File: src/rtl/riscv_pkg.sv
// Shared fetch-path constants and helpers for the instruction fetch slice.
package riscv_pkg;

  localparam int unsigned      XLEN        = 32;
  localparam logic [XLEN-1:0]  RESET_PC    = '0;
  localparam int unsigned      PC_STEP     = 4;
  localparam int unsigned      FIFO_DEPTH  = 2;
  localparam logic [1:0]       IALIGN_MASK = 2'b11;

  // Non-zero low address bits under the alignment mask mean an illegal target.
  function automatic logic is_misaligned(input logic [1:0] low_bits);
    return |(low_bits & IALIGN_MASK);
  endfunction

endpackage

File: src/rtl/imem_fetch_ctrl_fifo.sv
// Small fetch buffer: circular FIFO with push/pop/flush, exposing count and empty.
// When empty the read port keeps presenting the last head value seen.
module fetch_fifo #(
  parameter int unsigned WIDTH = 64,
  parameter int unsigned DEPTH = 2
) (
  input  logic                       clk,
  input  logic                       rst_n,
  input  logic                       push,
  input  logic                       pop,
  input  logic                       flush,
  input  logic [WIDTH-1:0]           wdata,
  output logic [WIDTH-1:0]           rdata,
  output logic [$clog2(DEPTH):0]     count,
  output logic                       empty
);

  localparam int unsigned AW = $clog2(DEPTH);
  localparam logic [AW:0] DEPTH_C = (AW+1)'(DEPTH);

  logic [WIDTH-1:0] mem_q [DEPTH];
  logic [WIDTH-1:0] mem_d [DEPTH];
  logic [AW-1:0]    wr_ptr_q, wr_ptr_d;
  logic [AW-1:0]    rd_ptr_q, rd_ptr_d;
  logic [AW:0]      count_q, count_d;
  logic [WIDTH-1:0] hold_q, hold_d;
  logic             full;
  logic             push_ok;
  logic             pop_ok;

  assign empty = (count_q == '0);
  assign full  = (count_q == DEPTH_C);
  assign count = count_q;
  assign rdata = empty ? hold_q : mem_q[rd_ptr_q];

  // Next-state for storage, pointers, occupancy and the held head value.
  always_comb begin
    mem_d    = mem_q;
    wr_ptr_d = wr_ptr_q;
    rd_ptr_d = rd_ptr_q;
    count_d  = count_q;
    hold_d   = empty ? hold_q : mem_q[rd_ptr_q];
    pop_ok   = pop && !empty;
    push_ok  = push && (!full || pop_ok);
    if (flush) begin
      wr_ptr_d = '0;
      rd_ptr_d = '0;
      count_d  = '0;
    end else begin
      if (push_ok) begin
        mem_d[wr_ptr_q] = wdata;
        wr_ptr_d        = wr_ptr_q + 1'b1;
      end
      if (pop_ok) begin
        rd_ptr_d = rd_ptr_q + 1'b1;
      end
      case ({push_ok, pop_ok})
        2'b10:   count_d = count_q + 1'b1;
        2'b01:   count_d = count_q - 1'b1;
        default: count_d = count_q;
      endcase
    end
  end

  // State registers with asynchronous active-low reset.
  always_ff @(posedge clk or negedge rst_n) begin
    if (!rst_n) begin
      mem_q    <= '{default: '0};
      wr_ptr_q <= '0;
      rd_ptr_q <= '0;
      count_q  <= '0;
      hold_q   <= '0;
    end else begin
      mem_q    <= mem_d;
      wr_ptr_q <= wr_ptr_d;
      rd_ptr_q <= rd_ptr_d;
      count_q  <= count_d;
      hold_q   <= hold_d;
    end
  end

endmodule

File: src/rtl/imem_fetch_ctrl.sv
// Fetch sequencer: owns the PC, addresses instruction memory, buffers {pc, instr}
// toward decode, and handles redirect, halt and misaligned-target error.
module imem_fetch_ctrl
  import riscv_pkg::*;
#(
  parameter int unsigned     XLEN       = riscv_pkg::XLEN,
  parameter logic [XLEN-1:0] RESET_PC   = riscv_pkg::RESET_PC,
  parameter int unsigned     PC_STEP    = riscv_pkg::PC_STEP,
  parameter int unsigned     FIFO_DEPTH = riscv_pkg::FIFO_DEPTH
) (
  input  logic            clk,
  input  logic            rst_n,
  output logic [XLEN-1:0] out_imem_address,
  input  logic [XLEN-1:0] in_imem_instruction,
  input  logic            in_redirect_valid,
  input  logic [XLEN-1:0] in_redirect_pc,
  input  logic            in_halt,
  output logic            out_valid,
  input  logic            in_ready,
  output logic [XLEN-1:0] out_instruction,
  output logic [XLEN-1:0] out_pc,
  output logic            out_fetch_err,
  output logic [31:0]     out_retired_count
);

  localparam int unsigned     CW      = $clog2(FIFO_DEPTH) + 1;
  localparam logic [CW-1:0]   DEPTH_C = CW'(FIFO_DEPTH);
  localparam logic [XLEN-1:0] STEP_C  = XLEN'(PC_STEP);

  logic [XLEN-1:0]   pc_q, pc_d;
  logic              err_q, err_d;
  logic [31:0]       ret_q, ret_d;
  logic              pop;
  logic              fetch_en;
  logic              redirect_take;
  logic              fifo_empty;
  logic [CW-1:0]     fifo_count;
  logic [2*XLEN-1:0] fifo_rdata;

  assign out_imem_address  = pc_q;
  assign out_valid         = !fifo_empty;
  assign out_pc            = fifo_rdata[2*XLEN-1:XLEN];
  assign out_instruction   = fifo_rdata[XLEN-1:0];
  assign out_fetch_err     = err_q;
  assign out_retired_count = ret_q;

  // Fetch enable, redirect handling, PC advance, error flag and retire counter.
  always_comb begin
    pop           = out_valid && in_ready;
    redirect_take = in_redirect_valid && !err_q;
    fetch_en      = !in_halt && !err_q && !in_redirect_valid
                    && ((fifo_count < DEPTH_C) || pop);
    pc_d          = pc_q;
    err_d         = err_q;
    ret_d         = ret_q + {31'b0, pop};
    if (redirect_take) begin
      if (is_misaligned(in_redirect_pc[1:0])) begin
        err_d = 1'b1;
      end else begin
        pc_d = in_redirect_pc;
      end
    end else if (fetch_en) begin
      pc_d = pc_q + STEP_C;
    end
  end

  // Controller registers with asynchronous active-low reset.
  always_ff @(posedge clk or negedge rst_n) begin
    if (!rst_n) begin
      pc_q  <= RESET_PC;
      err_q <= 1'b0;
      ret_q <= '0;
    end else begin
      pc_q  <= pc_d;
      err_q <= err_d;
      ret_q <= ret_d;
    end
  end

  fetch_fifo #(
    .WIDTH (2*XLEN),
    .DEPTH (FIFO_DEPTH)
  ) u_fifo (
    .clk   (clk),
    .rst_n (rst_n),
    .push  (fetch_en),
    .pop   (pop),
    .flush (redirect_take),
    .wdata ({pc_q, in_imem_instruction}),
    .rdata (fifo_rdata),
    .count (fifo_count),
    .empty (fifo_empty)
  );

endmodule
File: config.mk
export PLATFORM = sky130hd
export DESIGN_NAME = imem_fetch_ctrl
export DESIGN_NICKNAME = d
export VERILOG_FILES = /design/src/rtl/riscv_pkg.sv /design/src/rtl/imem_fetch_ctrl_fifo.sv /design/src/rtl/imem_fetch_ctrl.sv
export SDC_FILE = /design/constraint.sdc
export NUM_CORES = 1
export LEC_CHECK = 0
export CAP_MARGIN = 10
export CORE_ASPECT_RATIO = 1.1
export CORE_UTILIZATION = 57
export DETAILED_ROUTE_END_ITERATION = 12
export PLACE_DENSITY = 0.85
export SLEW_MARGIN = 20
export SYNTH_ARGS = -nofsm -noshare
export SYNTH_HDL_FRONTEND = slang
export SYNTH_SLANG_ARGS = --single-unit
File: constraint.sdc
create_clock -name clk -period 4.8 [get_ports clk]
set_input_delay 0.72 -clock clk [delete_from_list [all_inputs] [get_ports clk]]
set_output_delay 0.72 -clock clk [all_outputs]
set_load 0.03 [all_outputs]
**Word-level counts from Yosys, hierarchy flattened**

Cells that the tools add are included.

- Register bits after elaboration: 261
- Input bits: 69
- Output and inout port bits: 130
- Logic and storage cells: 66

- Add/subtract/negate cells: 6
- Order comparisons: 4
- Equality and inequality tests: 4
- Mux-type cells: 16
- Bitwise logic cells: 3
- Reductions and logical operators: 24

Operators with widths:

| operator | count |
|---|---|
| 2-to-1 mux 64 bit | 5 |
| bitwise mux 128 bit | 1 |
| 2-to-1 mux 32 bit | 3 |
| demux 64 bit (select 1 bit) | 1 |
| adder 32 x 1 -> 32 bit | 1 |
| adder 32 x 3 -> 32 bit (second input constant) | 1 |
| logical AND 1 bit | 8 |
| AND reduction 2 bit | 3 |
| nonzero test 2 bit | 3 |
| zero test 1 bit | 5 |
| == test 2 bit (second input constant) | 2 |
| greater-or-equal comparator 2 bit (second input constant) | 2 |
| 2-to-1 mux 1 bit | 4 |
| NOT 1 -> 2 bit | 2 |
| case mux 2 bit (2 select lines) | 1 |
| nonzero test 3 bit | 1 |
| adder 1 bit (second input constant) | 2 |
| adder 2 x 1 -> 2 bit (second input constant) | 1 |
| == test 2 x 1 -> 1 bit (second input constant) | 1 |
| zero test 2 bit | 1 |
| logical OR 1 bit | 2 |
| < comparator 2 x 1 -> 1 bit (second input constant) | 1 |
| < comparator 2 bit (second input constant) | 1 |
| 2-to-1 mux 2 bit | 1 |
| 4 further kinds | 4 |

**Depth between registers and ports, before layout**

Gate-level depths: netlist of the first run.

- Depth in word-level cells: 9
- Gate-level depth with buffers: 10

**Cells and area by module**

A second synthesis of the first run with hierarchy kept.

- Cells, all modules: 926
- Area, all modules: 11433.5 um^2

Modules (own cells, without submodules):

| module | instances | cells an instance | area an instance (um^2) | sequential area each (um^2) |
|---|---|---|---|---|
| fetch_fifo | 1 | 574 | 8062.7 | 4904.7 |
| imem_fetch_ctrl | 1 | 352 | 3370.7 | 1626.6 |

**Worst setup path after synthesis of the first run**

Ideal clock, no wire load.

- Kind: flip-flop to output port
- Start: register u_fifo.count_q[1], in the netlist u_fifo.count[1]
- End: output out_pc[22]
- Arrival: 1913 ps
- Required time: 4080 ps
- Slack: 2167 ps
- Cell stages (with the launch flop): 6
- Buffers on the path: 3
- Cells stage by stage: dfrtp_1 -> or2_2 -> clkbuf_1 -> clkbuf_1 -> clkbuf_1 -> a21oi_1

- Cells in the longest elaborated chain, start to end: 2

RTL lines:

| what | line | source |
|---|---|---|
| start, declared | imem_fetch_ctrl_fifo.sv:25 | `logic [AW:0] count_q, count_d;` |
| start signal, assigned | imem_fetch_ctrl_fifo.sv:77 | `count_q <= count_d;` |
| zero test 2 bit | imem_fetch_ctrl_fifo.sv:31 | `assign empty = (count_q == '0);` |
| 2-to-1 mux 64 bit | imem_fetch_ctrl_fifo.sv:34 | `assign rdata = empty ? hold_q : mem_q[rd_ptr_q];` |
| end, declared | imem_fetch_ctrl.sv:21 | `output logic [XLEN-1:0] out_pc,` |

Every way passes these cells.

**Worst setup path in the final report of the first run**

- Start: register u_fifo.count_q[1], in the netlist u_fifo.count[1]
- End: output out_pc[14]

The elaborated chain is that of the path after synthesis.

==> summary.txt, run 1 <==
Final layout
  • Antenna Cells: 0
  • Fillers: ~1.3k
  • Post-layout nets: 1191
  • Area Growth Syn to Fin: 26.1%
  • Final cell count without fillers: ~1.4k
  • Layout cell share with drive strength beyond 1: 0.163

Detailed routing
  • Via density: 5.78
  • Post-Route WL: 25300 µm
  • Antenna-violating nets left: 0
  • DR vias: roughly 8k
  • 1st-iter DRT viols: ~580
  • DRC viols: 0
  • Routed len/inst: 18.3 µm
  • First-pass DRT Iterations: 5

Yosys
  • Main combinational cell family by area after synthesis: multiplexers
  • Synth area leaders: dfrtp_1, mux2_2, mux2i_1
  • Synth Area per Inst: 12.1 µm²
  • Largest area contributor in the netlist: dfrtp_1
  • Multiplexer share of the synthesized area: 0.185
  • XOR/XNOR Fraction of Synth Area: 0.0248
  • Mapped Cells: 933
  • Post-Synthesis Net Count: 1005
  • Seq/Total Area, Yosys: 0.579
  • Compound-cell area share of the yosys netlist: 0.0737
  • Simple-gate share of the synthesized area: 0.111
  • Post-synth top area share: 0.579
  • Top FF cell, synth: dfrtp_1
  • Synthesized-area fraction occupied by adder cells: 0.00332
  • Yosys reg bits: 261
  • Post-synth EDFFs: 0
  • Ys Warns: 0
  • Synth Cell Area: 0.0113 mm²
  • Asr flop ratio synth: 1.00
  • Synth cell types: 62

Timing
  • Final Skew: 0.0121 ns
  • Worst-Margin Slew: 1.12 ns
  • Headroom to the max-slew limit: 0.256
  • Final hold vios: 0
  • Crit path time final: a little under 4 ns
  • Final-report max-slew violation count: 0
  • Max Fclk: 259 MHz
  • Final setup violation count: 0
  • Final period util: 0.805
  • Post-route setup TNS: 0 ns
  • RSZ-0062 raised after global routing: no

Floorplan
  • Core footprint: 0.0192 mm²
  • Die W: 136 µm
  • Num ports: just under 200
  • Die height: roughly 150 µm
  • Starting Density: 0.587
  • Die area: 0.0204 mm²
  • Row cnt: 53

Pwr
  • PwrDens: 363 mW/mm²
  • Comb pwr share: 0.164
  • Leak: 6.47 nW
  • Sequential share of power: 0.470
  • Max VDD drop: 0.347 mV
  • Net Sw Power: between 0.001 and 0.0015 W
  • Power share of the clock group: 0.366
  • Switching share of power: 0.268
  • Pint: 0.00378 W

Worst setup path
  • CP cell instances: or2_4 > buf_4 > nor2_1 > a21oi_1 > clkdlybuf4s50_1
  • Reg-to-reg startpoint: u_fifo.count[1]
  • WS Path Type: reg -> out
  • R2R Path End: out_retired_count[22]
  • CP bufs+invs: 2
  • CP Capture Type: output port
  • Worst setup SP type: flip-flop
  • R2r setup slk: 1.73 ns
  • Slowest library cell on the worst path: clkdlybuf4s50_1
  • Worst Reg-to-Reg Cells: 9
  • Required @ worst endpoint: 4.08 ns
  • Delay-heaviest family, CP: buffers and inverters
  • Crit path largest cell delay: 0.72 ns
  • CP arrival: 3.15 ns
  • Crit-path max FO: between 60 and 70

Clocking
  • CTS max path bufs: 3
  • Clock transition at path regs: 0.06 ns
  • Hold Buf Count CTS: 0
  • Post-CTS Resized: 0
  • Clock buffer count from CTS: 26
  • CTS tree: yes
  • Worst-Skew Late Latency: between 0.5 and 0.6 ns
  • Clock root buffer master: clkbuf_16
  • Post-CTS setup buffers: 0
  • H-tree depth: 1
  • Total clock sinks: 261

GRT
  • Largest net degree at the start of global routing: 134
  • GRT Total Usage: 0.254
  • Global-route wire length before repair: 40800 µm
  • Initial antenna violation count: 0
  • Vias in the first global route: 8007
  • Remaining global-route overflow: 0

Placed design
  • Final Wtd Congestion: 0.898
  • Final HPWL DP: between 15000 and 20000 µm
  • DP Cell Count: 1338
  • I/O Buffers: 198

Worst hold path
  • HP Class: in -> async

Outcome
  • Outcome: finished clean

Run
  • Max-cap violations: 0
==> metrics by stage <==
step           setup WS, ns  power, W   util  instance area [µm²]  hold slack, ns
2_1_floorplan          2.17   0.00289      -                11300           0.424
3_3_place_gp           1.35   0.00330  0.699                13400           0.461
3_5_place_dp           1.27   0.00331  0.699                13400           0.470
4_1_cts               0.973   0.00521  0.741                14200           0.361
5_1_grt               0.814   0.00536  0.741                14200           0.402
6_report              0.935   0.00516  0.741                14200           0.314
==> routing by layer <==
| metal | up-vias | GRT usage | share of wire |
|---|---|---|---|
| met5 | - | 0 | 0 |
| met2 | 291 | 0.417 | 0.48 |
| met4 | 0 | 0.0744 | 0.024 |
| met1 | 3963 | 0.348 | 0.43 |
| li1 | 3694 | - | - |
| met3 | 46 | 0.0403 | 0.066 |
==> final cells by class <==
cell class | instances | area (µm²) | area share
Timing Repair Buffer | 207 | 2080 | 0.146
Clock buffer | 38 | 757 | 0.0532
Inverter | 5 | 18.8 | 0.00132
Clock inverter | 7 | 38.8 | 0.00272
Multi-Input combinational cell | 618 | 4500 | 0.316
Sequential cell | 261 | 6540 | 0.459
Tap cell | 247 | 309 | 0.0217
==> state kept, by name, indices dropped and copies added (netlist names) <==
name	cells
u_fifo.mem_q	128
u_fifo.wr_ptr_q	1
u_fifo.rd_ptr_q	1
u_fifo.hold_q	64
out_imem_address	32
out_retired_count	32
out_fetch_err	1
u_fifo.count	2
==> cell usage in the layout, fill, tap and decap left out, types with 3 or more instances in the layout <==
| master | instances |
|---|---|
| xnor2_1 | 23 |
| mux2_2 | 121 |
| dfrtp_1 | 260 |
| and2_1 | 9 |
| a211oi_1 | 5 |
| or3_1 | 3 |
| and3_1 | 10 |
| inv_1 | 5 |
| buf_4 | 7 |
| nor4_1 | 5 |
| a21oi_1 | 84 |
| nor3b_1 | 3 |
| mux2_1 | 5 |
| nor2b_1 | 4 |
| nand2_1 | 40 |
| nor2_1 | 100 |
| clkinv_2 | 6 |
| xor2_1 | 9 |
| clkdlybuf4s50_1 | 197 |
| nor3_1 | 7 |
| nand4_1 | 16 |
| clkbuf_1 | 7 |
| nand3_1 | 25 |
| clkbuf_16 | 27 |
| ha_1 | 3 |
| and4_1 | 5 |
| a22oi_1 | 3 |
| o22ai_1 | 5 |
| o21ai_0 | 20 |
| clkbuf_8 | 4 |
| mux2i_1 | 67 |
==> worst max-delay path by stage <==
stage | start | end | slack [ns] | depth (start not counted)
floorplan | u_fifo.count[1] | out_pc[22] | 2.17 | 5
global placement | in_redirect_valid | out_imem_address[17] | 1.35 | 5
detailed placement | in_redirect_valid | out_imem_address[17] | 1.27 | 5
CTS | u_fifo.count[1] | out_pc[14] | 0.97 | 5
global route | u_fifo.count[1] | out_pc[14] | 0.81 | 5
finish | u_fifo.count[1] | out_pc[14] | 0.93 | 5
==> synth_stat cells, types with 14 or more instances <==
library cell	n
dfrtp_1	261
nand3_1	25
clkbuf_1	24
nand2_1	41
xnor2_1	23
o21ai_0	20
a21oi_1	84
mux2_2	121
mux2i_1	67
buf_2	14
nand4_1	16
nor2_1	100
==> worst reg2reg max path, cell delays in order, from the launching register on <==
cell     delay, ns
dfrtp_1       0.45
or2_4         0.61
and2_1        0.31
ha_1          0.21
ha_1          0.21
inv_1         0.08
nor3_2        0.31
nand4_1       0.25
or3_1         0.38
xnor2_1       0.13
==> cell families after synthesis <==
logic type | Yosys count
xor gates and xnor gates | 32
muxes | 193
buffers and inverters | 54
adders and majority gates | 3
DFF | 261
and+or+nand+nor | 247
AOI/OAI and AO/OA | 143
==> power groups by stage <==
stage	clock network (W)	logic, W	registers, W
final	0.00189	0.000847	0.00243
after global routing	0.00201	0.000901	0.00244
after CTS	0.00193	0.000854	0.00243
after detailed placement	0	0.000847	0.00247
after global placement	0	0.000835	0.00246
after floorplan	0	0.000456	0.00244
Note: power is estimated with default switching activity, not from simulation.
==> run 2, diff against run 1 <==
--- a/config.mk
+++ b/config.mk
@@ -7,9 +7,9 @@
 export LEC_CHECK = 0
 export CAP_MARGIN = 10
 export CORE_ASPECT_RATIO = 1.1
-export CORE_UTILIZATION = 57
+export CORE_UTILIZATION = 48
 export DETAILED_ROUTE_END_ITERATION = 12
-export PLACE_DENSITY = 0.85
+export PLACE_DENSITY = 0.77
 export SLEW_MARGIN = 20
 export SYNTH_ARGS = -nofsm -noshare
 export SYNTH_HDL_FRONTEND = slang
==> constraint.sdc (replaced) <==
create_clock -name clk -period 3.55 [get_ports clk]
set_input_delay 0.5325 -clock clk [delete_from_list [all_inputs] [get_ports clk]]
set_output_delay 0.5325 -clock clk [all_outputs]
set_load 0.03 [all_outputs]
==> run 2 against run 1 <==
Effect of this change: global-route usage shrank 3.6 points; sequential power is 34% higher; sequential share of layout area is 1.1 points lower; cell count increased by 4.6%; critical path depth stayed put; register-to-register slack worse by 1.0 ns; largest power group unchanged; critical endpoint is now out_instruction[19].
==> summary.txt, run 2 (synthesis gave the netlist of run 1 again) <==
Outcome
  • Outcome: finished clean

Placed design
  • Final Wtd Congestion: 0.860 (-4.2%)
  • Dpl cell area: 0.0136 mm² (+1.2%)
  • I/O Buffers: 198 (unchanged)
  • Final HPWL DP: 17100 µm (+4.8%)

Clocking
  • H-tree depth: 1 (unchanged)
  • Hold Buf Count CTS: 0 (unchanged)
  • CTS tree: yes
  • Worst-Skew Late Latency: 0.53 ns (about the same)
  • Total clock sinks: 261 (unchanged)
  • CTS max path bufs: 3 (unchanged)
  • Clock transition at path regs: 0.06 ns (about the same)
  • Clock buffer count from CTS: 28 (+7.7%)
  • Post-CTS Resized: 0 (unchanged)
  • Clock root buffer master: clkbuf_16
  • Post-CTS setup buffers: 0 (unchanged)

Worst setup path
  • Delay-heaviest family, CP: buffers and inverters
  • Crit path largest cell delay: 0.74 ns (+0.02 ns)
  • CP arrival: 2.84 ns (-0.31 ns)
  • R2R Path End: out_retired_count[22]
  • R2r setup slk: 0.73 ns (-1.00 ns)
  • CP cell instances: or2_4 > buf_12 > nor2_1 > a21oi_1 > clkdlybuf4s50_1
  • CP Capture Type: output port
  • Worst setup SP type: flip-flop
  • Worst Reg-to-Reg Cells: 9 (unchanged)
  • Crit-path max FO: 96 (+52%)
  • Reg-to-reg startpoint: u_fifo.count[1]
  • Slowest library cell on the worst path: clkdlybuf4s50_1
  • WS Path Type: reg -> out
  • CP bufs+invs: 2 (unchanged)
  • Required @ worst endpoint: 3.02 ns (-1.06 ns)

Pwr
  • Leak: 6.61 nW (+2.1%)
  • Comb pwr share: 0.156 (-0.008)
  • Power share of the clock group: 0.408 (+0.042)
  • PwrDens: 512 mW/mm² (+41%)
  • Total Power: 0.00748 W (+45%)
  • Max VDD drop: 0.450 mV (+30%)
  • Switching share of power: 0.256 (-0.0121)
  • Sequential share of power: 0.436 (-0.034)
  • Pint: 0.00556 W (+47%)
  • Net Sw Power: 0.00192 W (+38%)

Detailed routing
  • Via density: 5.52 (-4.6%)
  • DR vias: 7981 (-0.16%)
  • Antenna-violating nets left: 0 (unchanged)
  • 1st-iter DRT viols: 405 (-30%)
  • Post-Route WL: 26300 µm (+4.0%)
  • Routed len/inst: 18.2 µm (-0.60%)
  • First-pass DRT Iterations: 5 (unchanged)
  • DRC viols: 0 (unchanged)

Timing
  • Crit path time final: 3.37 ns
  • Hold Slack: 0.0171 ns (-0.297 ns)
  • Final-report max-slew violation count: 0 (unchanged)
  • Final Skew: 0.0100 ns (-0.00207 ns)
  • Final hold vios: 0 (unchanged)
  • RSZ-0062 raised after global routing: no
  • Post-route setup TNS: 0 ns (unchanged)
  • Max Fclk: 297 MHz
  • Final period util: 0.950
  • Headroom to the max-slew limit: 0.535 (+0.279)
  • Final setup violation count: 0 (unchanged)
  • Worst-Margin Slew: 0.698 ns (-0.419 ns)

Final layout
  • Area Growth Syn to Fin: 29.3%
  • Commonest non-fill, non-tap cells in the layout: dfrtp_1, clkdlybuf4s50_1, mux2_2, nor2_1, a21oi_1
  • Register with the most flip-flops: u_fifo.mem_q
  • Antenna Cells: 0 (unchanged)
  • Commonest non-fill, non-tap cell in the layout: dfrtp_1
  • Final Core Density: 0.635 (-0.106)
  • Post-layout nets: 1201 (+0.84%)
  • Finished Cell Area: 0.0146 mm² (+2.5%)
  • Max reg flops: 128 (unchanged)
  • Top Registers: u_fifo.mem_q x128, u_fifo.hold_q x64
  • Layout cell share with drive strength beyond 1: 0.174 (+0.0115)

Floorplan
  • Row cnt: 58 (+9.4%)
  • Starting Density: 0.491 (-0.0963)
  • Num ports: 199 (unchanged)
  • Die height: 163 µm (+8.9%)
  • Die area: 0.0241 mm² (+18%)
  • Core footprint: 0.0230 mm² (+20%)
  • Die W: 148 µm (+8.8%)

Worst hold path
  • HP Class: in -> async

Run
  • Max-cap violations: 0 (unchanged)

GRT
  • Vias in the first global route: 8051 (+0.55%)
  • Global-route wire length before repair: 42000 µm (+2.8%)
  • Remaining global-route overflow: 0 (unchanged)
  • Initial antenna violation count: 1 (+1)
  • Largest net degree at the start of global routing: 97 (-28%)
  • GRT Total Usage: 0.218 (-0.0360)
-- run 2: cell count changes in the layout (fill, tap and decap cells not counted), sizes merged --
cell / change
buf: +8
clkinv: -4
clkbuf: +2
inv: +1
bufinv: +4
-- run 2: stage by stage --
| stage | setup WS (ns) | instances |
|---|---|---|
| 2_1_floorplan | 1.10 | 933 |
| 3_3_place_gp | 0.587 | 1399 |
| 3_5_place_dp | 0.478 | 1399 |
| 4_1_cts | 0.142 | 1447 |
| 5_1_grt | 0.00790 | 1447 |
| 6_report | 0.178 | 1447 |
-- run 2: area by class of cell --
type | count | area [µm²]
sequential | 261 | 6540
clock buffer | 40 | 837
fill | 1788 | 8410
clock inverter | 8 | 146
multi-input combinational | 618 | 4510
inverter | 5 | 18.8
timing repair buffer | 215 | 2180
tap | 300 | 375
-- run 2: worst max path at each step --
| stage | start | to | slack [ns] | cells after the start |
|---|---|---|---|---|
| after floorplan | u_fifo.count[1] | out_pc[22] | 1.10 | 5 |
| after global placement | in_ready | out_retired_count[22] | 0.59 | 9 |
| after detailed placement | in_ready | out_retired_count[22] | 0.48 | 9 |
| after CTS | u_fifo.count[1] | out_instruction[6] | 0.14 | 5 |
| after global routing | u_fifo.count[1] | out_instruction[4] | 0.008 | 5 |
| final | u_fifo.count[1] | out_instruction[19] | 0.18 | 5 |
-- run 2: power groups by stage --
stage	registers (W)	clock network (W)	logic, W
final	0.00326	0.00305	0.00117
after global routing	0.00328	0.00325	0.00124
after floorplan	0.00330	0	0.000616
after global placement	0.00331	0	0.00116
after detailed placement	0.00332	0	0.00117
after CTS	0.00326	0.00312	0.00118
-- run 2: layer usage --
| layer | share of wire | GRT usage | vias up |
|---|---|---|---|
| li1 | - | - | 3717 |
| met1 | 0.42 | 0.290 | 3944 |
| met2 | 0.48 | 0.357 | 280 |
| met3 | 0.078 | 0.0518 | 38 |
| met4 | 0.015 | 0.0558 | 2 |
| met5 | 0.00049 | 0 | - |
